==> config.mk <==
export PLATFORM = sky130hd
export DESIGN_NAME = divider_8bit_flat
export DESIGN_NICKNAME = d
export VERILOG_FILES = /design/src/rtl/lab5_pkg.sv /design/src/rtl/divider_8bit_if.sv /design/src/rtl/divider_8bit_state_selector.sv /design/src/rtl/hex_driver.sv /design/src/rtl/divider_8bit.sv /design/src/flat_wrapper.sv
export SDC_FILE = /design/constraint.sdc
export NUM_CORES = 1
export LEC_CHECK = 0
export ABC_AREA = 1
export CAP_MARGIN = 25
export CORE_UTILIZATION = 41
export CTS_CLUSTER_SIZE = 8
export DETAILED_ROUTE_END_ITERATION = 10
export PLACE_DENSITY_LB_ADDON = 0.2
export SLEW_MARGIN = 20
export SYNTH_ARGS = -nofsm -noshare
export SYNTH_HDL_FRONTEND = slang
export SYNTH_SLANG_ARGS = --single-unit
==> constraint.sdc <==
create_clock -name Clk -period 3.15 [get_ports Clk]
set_input_delay 0.315 -clock Clk [delete_from_list [all_inputs] [get_ports Clk]]
set_output_delay 0.315 -clock Clk [all_outputs]
set_load 0.1 [all_outputs]
==> src/rtl/lab5_pkg.sv <==
// Shared definitions for the Lab 5 divider.
// div_state_t : control states of the restoring divider (kept distinct from
//               the multiplier's global state type).
// ITER        : number of shift/subtract iterations for an 8-bit operand.
package lab5_pkg;

    typedef enum logic [2:0] {
        reset,
        ready,
        loadQ,
        loadD,
        shift,
        sub,
        done
    } div_state_t;

    localparam logic [3:0] ITER = 4'd8;

endpackage

==> src/rtl/divider_8bit_if.sv <==
// Board-side signal bundle for the divider.
//   LoadQ, Run : active-low pushbuttons
//   S          : 8-bit switch operand
//   Aval, Qval : remainder / dividend-then-quotient registers
//   Busy, Done : status (loadD/shift/sub, done)
//   DivZero    : divisor was zero in the last loadD
//   AhexU/L, QhexU/L : seven-segment digits of A and Q
interface divider_8bit_if;

    logic       LoadQ;
    logic       Run;
    logic [7:0] S;
    logic [7:0] Aval;
    logic [7:0] Qval;
    logic       Busy;
    logic       Done;
    logic       DivZero;
    logic [6:0] AhexU;
    logic [6:0] AhexL;
    logic [6:0] QhexU;
    logic [6:0] QhexL;

    // Board / stimulus side drives buttons and switches.
    modport master (
        output LoadQ, Run, S,
        input  Aval, Qval, Busy, Done, DivZero,
        input  AhexU, AhexL, QhexU, QhexL
    );

    // Divider side.
    modport slave (
        input  LoadQ, Run, S,
        output Aval, Qval, Busy, Done, DivZero,
        output AhexU, AhexL, QhexU, QhexL
    );

endinterface

==> src/rtl/divider_8bit_state_selector.sv <==
// Next-state logic of the divider control FSM (purely combinational).
//   Reset      : synchronous active-low reset request
//   LoadQ, Run : active-low buttons
//   count_done : iteration counter has reached ITER
//   cur_state  : current state
//   next_state : state to enter on the next rising edge
module div_state_selector
    import lab5_pkg::*;
(
    input  logic       Reset,
    input  logic       LoadQ,
    input  logic       Run,
    input  logic       count_done,
    input  div_state_t cur_state,
    output div_state_t next_state
);

    always_comb begin
        // NOTE: a default assignment ahead of the case keeps every path
        // assigned, so no latch is inferred for unlisted states.
        next_state = cur_state;
        if (!Reset) begin
            next_state = reset;
        end else begin
            case (cur_state)
                reset: next_state = ready;
                // Run is checked first so it wins when both buttons are down.
                ready: begin
                    if (!Run)
                        next_state = loadD;
                    else if (!LoadQ)
                        next_state = loadQ;
                end
                loadQ: next_state = ready;
                loadD: next_state = shift;
                shift: next_state = sub;
                sub:   next_state = count_done ? done : shift;
                // Wait for Run to be released so a held button cannot
                // start a second division.
                done:  next_state = Run ? ready : done;
                default: next_state = reset;
            endcase
        end
    end

endmodule

==> src/rtl/hex_driver.sv <==
// Seven-segment decoder for one byte (two digits), active-low segments
// ordered {g,f,e,d,c,b,a}.
//   In0  : byte to display
//   OutU : digit for In0[7:4]
//   OutL : digit for In0[3:0]
module HexDriver (
    input  logic [7:0] In0,
    output logic [6:0] OutU,
    output logic [6:0] OutL
);

    function automatic logic [6:0] seg(input logic [3:0] nib);
        logic [6:0] s;
        s = 7'b1111111;
        case (nib)
            4'h0: s = 7'b1000000;
            4'h1: s = 7'b1111001;
            4'h2: s = 7'b0100100;
            4'h3: s = 7'b0110000;
            4'h4: s = 7'b0011001;
            4'h5: s = 7'b0010010;
            4'h6: s = 7'b0000010;
            4'h7: s = 7'b1111000;
            4'h8: s = 7'b0000000;
            4'h9: s = 7'b0010000;
            4'hA: s = 7'b0001000;
            4'hB: s = 7'b0000011;
            4'hC: s = 7'b1000110;
            4'hD: s = 7'b0100001;
            4'hE: s = 7'b0000110;
            4'hF: s = 7'b0001110;
            default: s = 7'b1111111;
        endcase
        return s;
    endfunction

    assign OutU = seg(In0[7:4]);
    assign OutL = seg(In0[3:0]);

endmodule

==> src/rtl/divider_8bit.sv <==
// Sequential 8-bit unsigned restoring divider.
// Load the dividend with LoadQ, then press Run with the divisor on S.
// After 17 cycles Q holds the quotient and A the remainder.
//   Clk   : rising-edge clock
//   Reset : synchronous active-low reset (forces the reset state)
//   bus   : buttons, switches, register views, status and hex digits
module divider_8bit
    import lab5_pkg::*;
(
    input  logic           Clk,
    input  logic           Reset,
    divider_8bit_if.slave  bus
);

    div_state_t state;
    div_state_t next_state;

    logic [7:0] a;
    logic [7:0] q;
    logic [7:0] d;
    logic [3:0] c;
    logic       e;          // bit shifted out of A; P = {e, a} during sub
    logic       div_zero;
    logic       busy_r;
    logic       done_r;

    // Restoring step: subtract only if the 9-bit partial remainder P is at
    // least D. The 8-bit difference equals the low byte of the 10-bit T.
    logic       t_neg;
    logic [7:0] t_low;

    assign t_neg = ({e, a} < {1'b0, d});
    assign t_low = a - d;

    div_state_selector u_sel (
        .Reset      (Reset),
        .LoadQ      (bus.LoadQ),
        .Run        (bus.Run),
        .count_done (c == ITER),
        .cur_state  (state),
        .next_state (next_state)
    );

    always_ff @(posedge Clk) begin
        // NOTE: every register here is assigned with <= so all of them
        // update from the same pre-edge values.
        state <= next_state;

        // Status is registered from next_state so it lines up with state.
        busy_r <= (next_state inside {loadD, shift, sub});
        done_r <= (next_state == done);

        case (state)
            reset: begin
                a        <= '0;
                q        <= '0;
                d        <= '0;
                c        <= '0;
                e        <= 1'b0;
                div_zero <= 1'b0;
            end
            loadQ: begin
                q <= bus.S;
                a <= '0;
            end
            loadD: begin
                d        <= bus.S;
                a        <= '0;
                c        <= '0;
                div_zero <= (bus.S == 8'd0);
            end
            shift: begin
                e <= a[7];
                a <= {a[6:0], q[7]};
                q <= {q[6:0], 1'b0};
                c <= c + 4'd1;
            end
            sub: begin
                // On a negative trial result A already holds P[7:0].
                if (!t_neg) begin
                    a    <= t_low;
                    q[0] <= 1'b1;
                end
            end
            default: ;
        endcase
    end

    assign bus.Aval    = a;
    assign bus.Qval    = q;
    assign bus.Busy    = busy_r;
    assign bus.Done    = done_r;
    assign bus.DivZero = div_zero;

    HexDriver u_hex_a (
        .In0  (a),
        .OutU (bus.AhexU),
        .OutL (bus.AhexL)
    );

    HexDriver u_hex_q (
        .In0  (q),
        .OutU (bus.QhexU),
        .OutL (bus.QhexL)
    );

endmodule

==> src/flat_wrapper.sv <==
// flat-port wrapper written by rule: the top's interface ports become plain ports
module divider_8bit_flat import lab5_pkg::*;
  (Clk, Reset, bus_LoadQ, bus_Run, bus_S, bus_Aval, bus_Qval, bus_Busy, bus_Done, bus_DivZero, bus_AhexU, bus_AhexL, bus_QhexU, bus_QhexL);
  divider_8bit_if bus_i ();
  input  logic Clk;
  input  logic Reset;
  input wire logic [$bits(bus_i.LoadQ)-1:0] bus_LoadQ;
  input wire logic [$bits(bus_i.Run)-1:0] bus_Run;
  input wire logic [$bits(bus_i.S)-1:0] bus_S;
  output wire logic [$bits(bus_i.Aval)-1:0] bus_Aval;
  output wire logic [$bits(bus_i.Qval)-1:0] bus_Qval;
  output wire logic [$bits(bus_i.Busy)-1:0] bus_Busy;
  output wire logic [$bits(bus_i.Done)-1:0] bus_Done;
  output wire logic [$bits(bus_i.DivZero)-1:0] bus_DivZero;
  output wire logic [$bits(bus_i.AhexU)-1:0] bus_AhexU;
  output wire logic [$bits(bus_i.AhexL)-1:0] bus_AhexL;
  output wire logic [$bits(bus_i.QhexU)-1:0] bus_QhexU;
  output wire logic [$bits(bus_i.QhexL)-1:0] bus_QhexL;
  assign bus_i.LoadQ = bus_LoadQ;
  assign bus_i.Run = bus_Run;
  assign bus_i.S = bus_S;
  assign bus_Aval = bus_i.Aval;
  assign bus_Qval = bus_i.Qval;
  assign bus_Busy = bus_i.Busy;
  assign bus_Done = bus_i.Done;
  assign bus_DivZero = bus_i.DivZero;
  assign bus_AhexU = bus_i.AhexU;
  assign bus_AhexL = bus_i.AhexL;
  assign bus_QhexU = bus_i.QhexU;
  assign bus_QhexL = bus_i.QhexL;
  divider_8bit u_core (.Clk(Clk), .Reset(Reset), .bus(bus_i));
endmodule
==> impl_metrics.yaml, run 1 <==
drt:
  routedWlPerCell_um: 11.6
  drcViolationCount: 0
  vias: 3054
  wl_mm: 7.33
  drt-pass1-iter-count: 4
  first_iter_violations: 97
  antenna_left: 0
  via_per_inst: 4.82
clock_tree:
  clk_latency_ns: 0.31
  cts_sinks: 56
  numCtsBuffers: 5
  h-tree-depth: 2
  cts_tree: "yes"
  clockBufferDepth: 2
  clk_pin_slew_ns: 0.10
  clockRootBuffer: "clkbuf_8"
  hold_buffers: 0
final_layout:
  area_growth_pct: 22.5
  diodes: 0
  finalNetCount: 575
  stdcell_area_sq_um: 4370
  layout-drive-gt1-share_pct: 12.3
power_and_ir_drop:
  total_power_mw: 2.77
  seqPwrFrac_pct: 33.9
  irDropWorstVdd_uv: 303
  p_int_mw: 1.38
  combinationalPowerShare_pct: 52.0
  p_clk_share_pct: 14.2
  netSwitchingFraction_pct: 50.0
  switchingPower_mw: 1.39
  power_density_nw_per_um2: 634
  p_leak_nw: 2.13
yosys:
  netlist_area_sq_um: 3570
  async_flop_share_pct: 0
  ys_ff_latch: 56
  ys_seq_area_share_pct: 39.9
  synth_top_flop_cell: "edfxtp_1"
  synth_cell_type_count: 37
  syn_inst: 461
  synth_edf_count: 30
  synth_fp_nets: 508
  yosys_warnings: 0
  synth_area_per_cell_sq_um: 7.74
setup_path:
  worstPathArrival_ns: 2.91
  cpPeakStageDelay_ns: 0.47
  reg2reg_slack_ns: 0.45
  worst_path_max_delay_cell: "edfxtp_1"
  path_max_fanout: 20
  required_ns: 3.36
  crit-reg2reg-launch: "u_core.bus.Aval[4]$_DFFE_PN_"
  crit_chain: "ha_1 -> nand2_1 -> inv_1 -> nand2_1 -> nand2_1 -> nand2_1 -> nand4_2 -> nand2_4 -> clkinvlp_4 -> buf_4 -> nand2_1 -> nand2_1 -> ha_1 -> inv_1 -> nand2_1 -> nand3_1 -> nand2_1"
  crit_top_cell: "nand2_1"
  crit_family: "simple AND/OR/NAND/NOR gates"
  crit_type: "reg2reg"
  cp-end-kind: "register"
  worstSetupStartpointType: "register"
  r2r_cells: 17
  reg2reg_to: "u_core.u_hex_a.OutL[3]$_DFF_P_"
  crit_buf_inv: 4
worst_hold_path:
  min_to: "u_core.state[1]$_DFF_P_"
  hp-class: "in2reg"
  worstHoldStart: "Reset"
  min_path_cells: 3
place:
  place_congestion: 0.843
  port-buffer-count: 58
  place_hpwl_mm: 5.71
  placed_area_sq_um: 4230
global_routing:
  grt_overflow: 0
  grtUsageTotal_pct: 17.6
  grt_max_degree: 21
  antenna_found_initial: 0
  first_global_vias: 2736
  grt_pass1_wl_mm: 12.5
floorplanning:
  pin_count: 59
  die_area_sq_um: 9070
  initial_core_util_pct: 43.0
  core_region_area_sq_um: 8300
  die_height_um: 95.3
  rows: 33
  die_w_um: 95.3
timing:
  layout_min_cycle_time_ns: 2.70
  drv_slew: 0
  worst_pin_slew_ns: 1.02
  slew_headroom_pct: 32.0
  max_clock_freq_mhz: 370
  period_share_pct: 85.7
  skew_ns: 0.00858
  finalHoldViolCount: 0
  rsz0062_at_grt: "no"
  setup_viol: 0
run:
  drv_cap: 0
status:
  status: "finished clean"
## metal layers
metal	global-route usage, %	vias up	part of all wire [%]
li1	-	1616	-
met1	23.5	1364	49
met2	28.5	72	46
met3	3.67	2	4.6
met4	5.30	0	0.57
met5	0	-	0
## layout by cell type (no fill, tap or decap), types with 2 or more instances in the layout
master,Yosys,final
a21oi_1,16,15
a21oi_2,1,2
buf_4,1,23
clkbuf_8,0,5
clkdlybuf4s50_1,0,43
clkinvlp_4,0,2
dfxtp_1,26,26
edfxtp_1,30,30
ha_1,34,34
inv_1,75,74
inv_2,4,4
nand2_1,127,127
nand2_2,8,7
nand2_4,2,3
nand3_1,43,43
nand4_1,4,4
nor2_1,27,27
nor2_2,2,2
nor3_1,3,3
o21ai_0,18,16
o21ai_1,6,8
o21ai_2,6,6
o22ai_1,5,5
o31ai_2,0,2
or2_2,4,4
## power groups by stage
stage	sequential, mW	combinational, mW	clock (mW)
2_1_floorplan	1.54	0.552	0
3_3_place_gp	0.953	1.42	0
3_5_place_dp	0.956	1.42	0
4_1_cts	0.939	1.43	0.415
5_1_grt	0.952	1.54	0.439
6_report	0.938	1.44	0.393
## stage by stage
stage / worst slack, ns / hold WS, ns / TNS (ns) / cells / utilization (%)
global route: 0.144 / 0.601 / 0 / 634 / 52.6
finish: 0.449 / 0.592 / 0 / 634 / 52.6
detailed placement: 0.242 / 0.593 / 0 / 621 / 51.0
global placement: 0.301 / 0.586 / 0 / 621 / 51.0
floorplan: -0.106 / 0.431 / -0.106 / 461 / -
CTS: 0.203 / 0.590 / 0 / 629 / 52.1
## worst max path at each step
stage | from | end | slack, ns | cells past startpoint
after floorplan | u_core.bus.Qval[1]$_DFFE_PN_ | bus_QhexL[2] | -0.11 | 3
after global placement | u_core.bus.Aval[4]$_DFFE_PN_ | u_core.u_hex_a.OutL[3]$_DFF_P_ | 0.30 | 16
after detailed placement | u_core.bus.Aval[4]$_DFFE_PN_ | u_core.u_hex_a.OutL[0]$_DFF_P_ | 0.24 | 16
after CTS | u_core.bus.Aval[4]$_DFFE_PN_ | u_core.u_hex_a.OutL[3]$_DFF_P_ | 0.20 | 14
after global routing | u_core.bus.Aval[4]$_DFFE_PN_ | u_core.u_hex_a.OutL[3]$_DFF_P_ | 0.14 | 17
final | u_core.bus.Aval[4]$_DFFE_PN_ | u_core.u_hex_a.OutL[3]$_DFF_P_ | 0.45 | 17
## kinds of logic after synthesis
kind of cell | Yosys count | share of synthesized area, %
AOI/OAI and AO/OA | 60 | 10.0
xor gates and xnor gates | 1 | 0.246
adders and majority gates | 35 | 12.5
buffers and inverters | 85 | 9.51
DFF | 56 | 39.9
and+or+nand+nor | 224 | 27.9
## cell type report
type                    instances  area (sq um)
repair buffers                 66           603
clock inverters                 2          16.3
fillers                       792          3930
well taps                     105           131
multi-input cells             320          1820
flip-flops and latches         56          1420
clock buffers                   6          72.6
inverters                      79           300
## synth_stat cells (2+ instances only)
master,number,share of area [%]
nand2_1,127,13
inv_1,75,7.9
nand3_1,43,6.0
ha_1,34,12
edfxtp_1,30,25
nor2_1,27,2.8
dfxtp_1,26,15
o21ai_0,18,2.5
a21oi_1,16,2.2
nand2_2,8,1.4
o21ai_1,6,0.84
o21ai_2,6,1.5
o22ai_1,5,0.88
inv_2,4,0.42
nand4_1,4,0.70
or2_2,4,0.70
nor3_1,3,0.42
buf_6,2,0.63
clkbuf_1,2,0.21
nand2_4,2,0.63
nor2_2,2,0.35
o31ai_1,2,0.42
## repair_timing
action / in CTS / in global routing
resized for setup: 0 / 2
buffers inserted: 0 / 5
endpoints found under the setup margin: 0 / 11
## worst min-delay path, stage by stage
cell and delay [ns]:
clkdlybuf4s50_1 0.42, nand2_1 0.10, inv_1 0.04
## flip-flops by register name, indices dropped and copies added (netlist names)
signal	cells
u_core.u_hex_a.OutU	7
u_core.bus.DivZero	1
u_core.bus.Aval	8
u_core.bus.Qval	8
u_core.u_hex_q.OutU	7
u_core.bus.Busy	1
u_core.bus.Done	1
u_core.state	3
u_core.u_hex_a.OutL	7
u_core.c	4
u_core.e	1
u_core.d	8
No activity file was read; power rests on OpenSTA's default activity.
==> run 2: changes to the inputs <==
CORE_UTILIZATION = 24   (was 41)
==> impl_metrics.yaml, run 2 (synthesized netlist as in run 1, its figures left out) <==
timing:
  period_share_pct: 86.6
  drv_slew: 0
  worst_pin_slew_ns: 1.02
  fin_ws_ns: 0.421
  finalSetupTns_ns: 0
  rsz0062_at_grt: "no"
  layout_min_cycle_time_ns: 2.73
  max_clock_freq_mhz: 366
  slew_headroom_pct: 31.6
  setup_viol: 0
  skew_ns: 0.00492
  finalHoldViolCount: 0
worst_hold_path:
  hp-class: "in2reg"
setup_path:
  worstSetupStartpointType: "register"
  required_ns: 3.36
  path_max_fanout: 17
  worstPathArrival_ns: 2.94
  cp-end-kind: "register"
  crit_type: "reg2reg"
final_layout:
  final_cell_mix: "nand2_1, inv_1, nand3_1, clkdlybuf4s50_1, ha_1"
  finalNetCount: 572
  mostFrequentLayoutCell: "nand2_1"
  n_fill_cell: 1578
  stdcell_area_sq_um: 4490
  area_growth_pct: 25.9
  diodes: 0
  layout-drive-gt1-share_pct: 12.4
drt:
  via_per_inst: 4.37
  routedWlPerCell_um: 11.8
  vias: 3106
  drt-pass1-iter-count: 4
  wl_mm: 8.38
  antenna_left: 0
  first_iter_violations: 161
  drcViolationCount: 0
clock_tree:
  hold_buffers: 0
  cts_sinks: 56
  cts_tree: "yes"
  post_cts_resized: 0
  cts_setup_buffers: 0
  clk_latency_ns: 0.31
  numCtsBuffers: 5
  clk_pin_slew_ns: 0.08
  clockRootBuffer: "clkbuf_16"
  h-tree-depth: 2
  clockBufferDepth: 2
floorplanning:
  pin_count: 59
  die_area_sq_um: 15400
  rows: 44
  die_w_um: 124
  initial_core_util_pct: 24.5
  die_height_um: 124
  core_region_area_sq_um: 14500
power_and_ir_drop:
  p_int_mw: 1.52
  seqPwrFrac_pct: 31.7
  p_clk_share_pct: 20.0
  switchingPower_mw: 1.45
  power_density_nw_per_um2: 662
  irDropWorstVdd_uv: 338
  combinationalPowerShare_pct: 48.4
  netSwitchingFraction_pct: 48.8
  p_leak_nw: 2.15
place:
  preCtsSetupSlack_ns: 0.443
  placed_area_sq_um: 4340
  port-buffer-count: 58
  place_congestion: 0.856
  place_hpwl_mm: 6.47
status:
  status: "finished clean"
global_routing:
  grt_max_degree: 20
  grt_pass1_wl_mm: 13.7
  antenna_found_initial: 0
  grt_overflow: 0
  grtUsageTotal_pct: 11.5
  first_global_vias: 2834
run:
  drv_cap: 0
run 2: cell count changes in the layout (fill, tap and decap cells not counted):
cell	previous run	this run
clkbuf_16	0	5
clkdlybuf4s50_1	43	40
inv_6	0	2
clkbuf_8	5	0
nand2_2	7	8
clkinvlp_4	2	1
inv_1	74	75
nand2_4	3	2
clkbuf_1	1	0
clkinv_4	1	0
run 2: through the flow:
| step | utilization, % | total power [mW] | instances | hold slack [ns] |
|---|---|---|---|---|
| after detailed placement | 29.9 | 2.40 | 702 | 0.625 |
| after CTS | 30.9 | 3.01 | 710 | 0.599 |
| after global placement | 29.9 | 2.40 | 702 | 0.595 |
| after floorplan | - | 2.09 | 461 | 0.431 |
| after global routing | 30.9 | 3.15 | 710 | 0.615 |
| final | 30.9 | 2.97 | 710 | 0.611 |
run 2: power by group through the flow:
| stage | clock (mW) | sequential [mW] | combinational [mW] |
|---|---|---|---|
| detailed placement | 0 | 0.959 | 1.44 |
| global route | 0.653 | 0.957 | 1.54 |
| finish | 0.593 | 0.941 | 1.44 |
| floorplan | 0 | 1.54 | 0.552 |
| CTS | 0.627 | 0.943 | 1.44 |
| global placement | 0 | 0.957 | 1.44 |
run 2: critical path, cell delays in order (launching register included):
cell      delay (ns)
edfxtp_1        0.49
ha_1            0.40
nand2_1         0.09
nor2_1          0.16
nand3_1         0.11
nand4_2         0.14
nand2_2         0.08
buf_4           0.21
o21ai_2         0.29
inv_1           0.14
ha_1            0.25
nand2_2         0.10
nand2_1         0.05
nand2_1         0.05
nand2_1         0.05
run 2: worst paths after layout:
check	endpoint	start	cells after the start	slack, ns
worst max-delay path	u_core.u_hex_a.OutU[3]$_DFF_P_	u_core.bus.Aval[6]$_DFFE_PN_	14	0.42
worst min-delay path	u_core.state[1]$_DFF_P_	Reset	3	0.61
worst max register to register	u_core.u_hex_a.OutU[3]$_DFF_P_	u_core.bus.Aval[6]$_DFFE_PN_	14	0.42
worst min register to register	u_core.c[0]$_SDFFCE_PP0P_	u_core.c[0]$_SDFFCE_PP0P_	1	0.63
run 2: cell type report:
| class | count | area, sq um | area share, % |
|---|---|---|---|
| Multi-Input combinational cell | 320 | 1820 | 40.5 |
| Sequential cell | 56 | 1420 | 31.7 |
| Clock inverter | 3 | 25.0 | 0.557 |
| Tap cell | 184 | 230 | 5.13 |
| Clock buffer | 5 | 125 | 2.79 |
| Inverter | 79 | 297 | 6.60 |
| Timing Repair Buffer | 63 | 573 | 12.8 |
run 2: layer usage:
layer  part of all wire, %  global-route usage [%]  wire [um]  up-vias
li1                      -                       -          -     1615
met4                   1.3                    3.87        108        0
met1                    50                    15.3       4220     1421
met2                    43                    17.9       3620       65
met3                   5.2                    3.34        438        5
met5                     0                       0          0        -
==> run 3: changes to the inputs <==
GPL_TIMING_DRIVEN = 0   (was unset)
==> impl_metrics.yaml, run 3 (synthesized netlist as in run 1, its figures left out) <==
timing:
  drv_slew: 0
  setup_viol: 0
  max_clock_freq_mhz: 328
  period_share_pct: 96.9
  skew_ns: 0.00433
  fin_ws_ns: 0.0980
  rsz0062_at_grt: "no"
  layout_min_cycle_time_ns: 3.05
  slew_headroom_pct: 33.0
  finalSetupTns_ns: 0
  worst_pin_slew_ns: 1.00
  finalHoldViolCount: 0
setup_path:
  crit_type: "reg2out"
  worstPathArrival_ns: 2.74
  cpPeakStageDelay_ns: 1.19
  reg2reg_slack_ns: 0.38
  worst_path_max_delay_cell: "clkdlybuf4s50_1"
  reg2reg_to: "u_core.u_hex_a.OutL[6]$_DFF_P_"
  crit_chain: "clkbuf_1 -> inv_1 -> o31ai_2 -> clkdlybuf4s50_1"
  crit-reg2reg-launch: "u_core.bus.Aval[6]$_DFFE_PN_"
  worstSetupStartpointType: "register"
  r2r_cells: 14
  required_ns: 2.83
  path_max_fanout: 8
  cp-end-kind: "output port"
floorplanning:
  core_region_area_sq_um: 14500
  die_w_um: 124
  pin_count: 59
  rows: 44
  die_height_um: 124
  die_area_sq_um: 15400
  initial_core_util_pct: 24.5
final_layout:
  area_growth_pct: 27.4
  final_cell_mix: "nand2_1, inv_1, clkdlybuf4s50_1, nand3_1, ha_1"
  mostFrequentLayoutCell: "nand2_1"
  finalNetCount: 573
  layout-drive-gt1-share_pct: 8.73
  stdcell_count: 711
  diodes: 0
  n_fill_cell: 1565
  utilization_pct: 31.3
global_routing:
  grt_pass1_wl_mm: 13.6
  grtUsageTotal_pct: 11.4
  antenna_found_initial: 0
  grt_overflow: 0
  grt_max_degree: 19
  first_global_vias: 2851
clock_tree:
  cts_sinks: 56
  clockBufferDepth: 2
  cts_tree: "yes"
  numCtsBuffers: 5
  h-tree-depth: 2
  clk_pin_slew_ns: 0.08
  clockRootBuffer: "clkbuf_16"
  clk_latency_ns: 0.30
place:
  preCtsSetupSlack_ns: 0.357
  place_congestion: 0.818
  place_hpwl_mm: 6.40
  port-buffer-count: 58
  place_inst: 703
drt:
  vias: 3028
  routedWlPerCell_um: 11.4
  first_iter_violations: 134
  antenna_left: 0
  drcViolationCount: 0
  drt-pass1-iter-count: 4
  via_per_inst: 4.26
  wl_mm: 8.13
worst_hold_path:
  min_path_cells: 2
  min_to: "u_core.c[3]$_SDFFCE_PP0P_"
  worstHoldStart: "u_core.c[3]$_SDFFCE_PP0P_"
  hp-class: "reg2reg"
power_and_ir_drop:
  power_density_nw_per_um2: 651
  total_power_mw: 2.96
  irDropWorstVdd_uv: 363
  p_leak_nw: 2.15
status:
  status: "finished clean"
run:
  drv_cap: 0
## run 3: worst max path at each step
| stage | startpoint | endpoint | slack, ns | depth (start not counted) |
|---|---|---|---|---|
| after floorplan | u_core.bus.Qval[1]$_DFFE_PN_ | bus_QhexL[2] | -0.11 | 3 |
| after global placement | u_core.bus.Qval[0]$_DFFE_PP_ | bus_QhexL[3] | 0.37 | 6 |
| after global routing | u_core.bus.Qval[2]$_DFFE_PN_ | bus_QhexL[2] | 0.006 | 4 |
| after CTS | u_core.bus.Qval[0]$_DFFE_PP_ | bus_QhexL[3] | 0.002 | 6 |
| after detailed placement | u_core.bus.Aval[6]$_DFFE_PN_ | u_core.u_hex_a.OutL[6]$_DFF_P_ | 0.36 | 14 |
| final | u_core.bus.Qval[3]$_DFFE_PN_ | bus_QhexL[2] | 0.1 | 4 |
## run 3: cell type report
cell class | count | area, sq um | share of cell area (%)
Buffer | 6 | 42.5 | 0.936
Clock buffer | 5 | 125 | 2.75
Clock inverter | 3 | 22.5 | 0.496
Inverter | 79 | 297 | 6.53
Multi-Input combinational cell | 320 | 1820 | 40.0
Sequential cell | 56 | 1420 | 31.3
Tap cell | 184 | 230 | 5.07
Timing Repair Buffer | 58 | 586 | 12.9
## run 3: where the power goes
group | total (mW) | switching (mW) | internal, mW | leakage, nW
sequential | 0.935 | 0.0523 | 0.882 | 0.532
combinational | 1.44 | 1.10 | 0.344 | 1.54
clock | 0.581 | 0.282 | 0.299 | 0.0742
total | 2.96 | 1.43 | 1.53 | 2.15
## run 3: what timing repair did
item / in CTS / in global routing
setup endpoints to repair: 0 / 2
resized for setup: 0 / 2
hold endpoints to repair: 0 / 0
hold buffers: 0 / 0
buffers inserted: 0 / 0
## run 3: metrics by stage
step | area [sq um] | hold slack (ns)
6_report | 4540 | 0.605
2_1_floorplan | 3580 | 0.431
5_1_grt | 4540 | 0.645
4_1_cts | 4540 | 0.612
3_3_place_gp | 4390 | 0.590
3_5_place_dp | 4390 | 0.592
## run 3: layer usage
layer | track usage, % | share of wire, % | vias up
met5 | 0 | 0 | -
li1 | - | - | 1610
met3 | 2.52 | 3.9 | 5
met2 | 18.5 | 44 | 62
met1 | 15.2 | 51 | 1351
met4 | 3.35 | 1.2 | 0
## run 3: worst max-delay path, delay by kind of cell, from the launching register on
family / cells / cell delay [ns]
flip-flops: 1 / 0.39
AO/OA/AOI/OAI: 1 / 0.31
buffers and inverters: 3 / 1.74
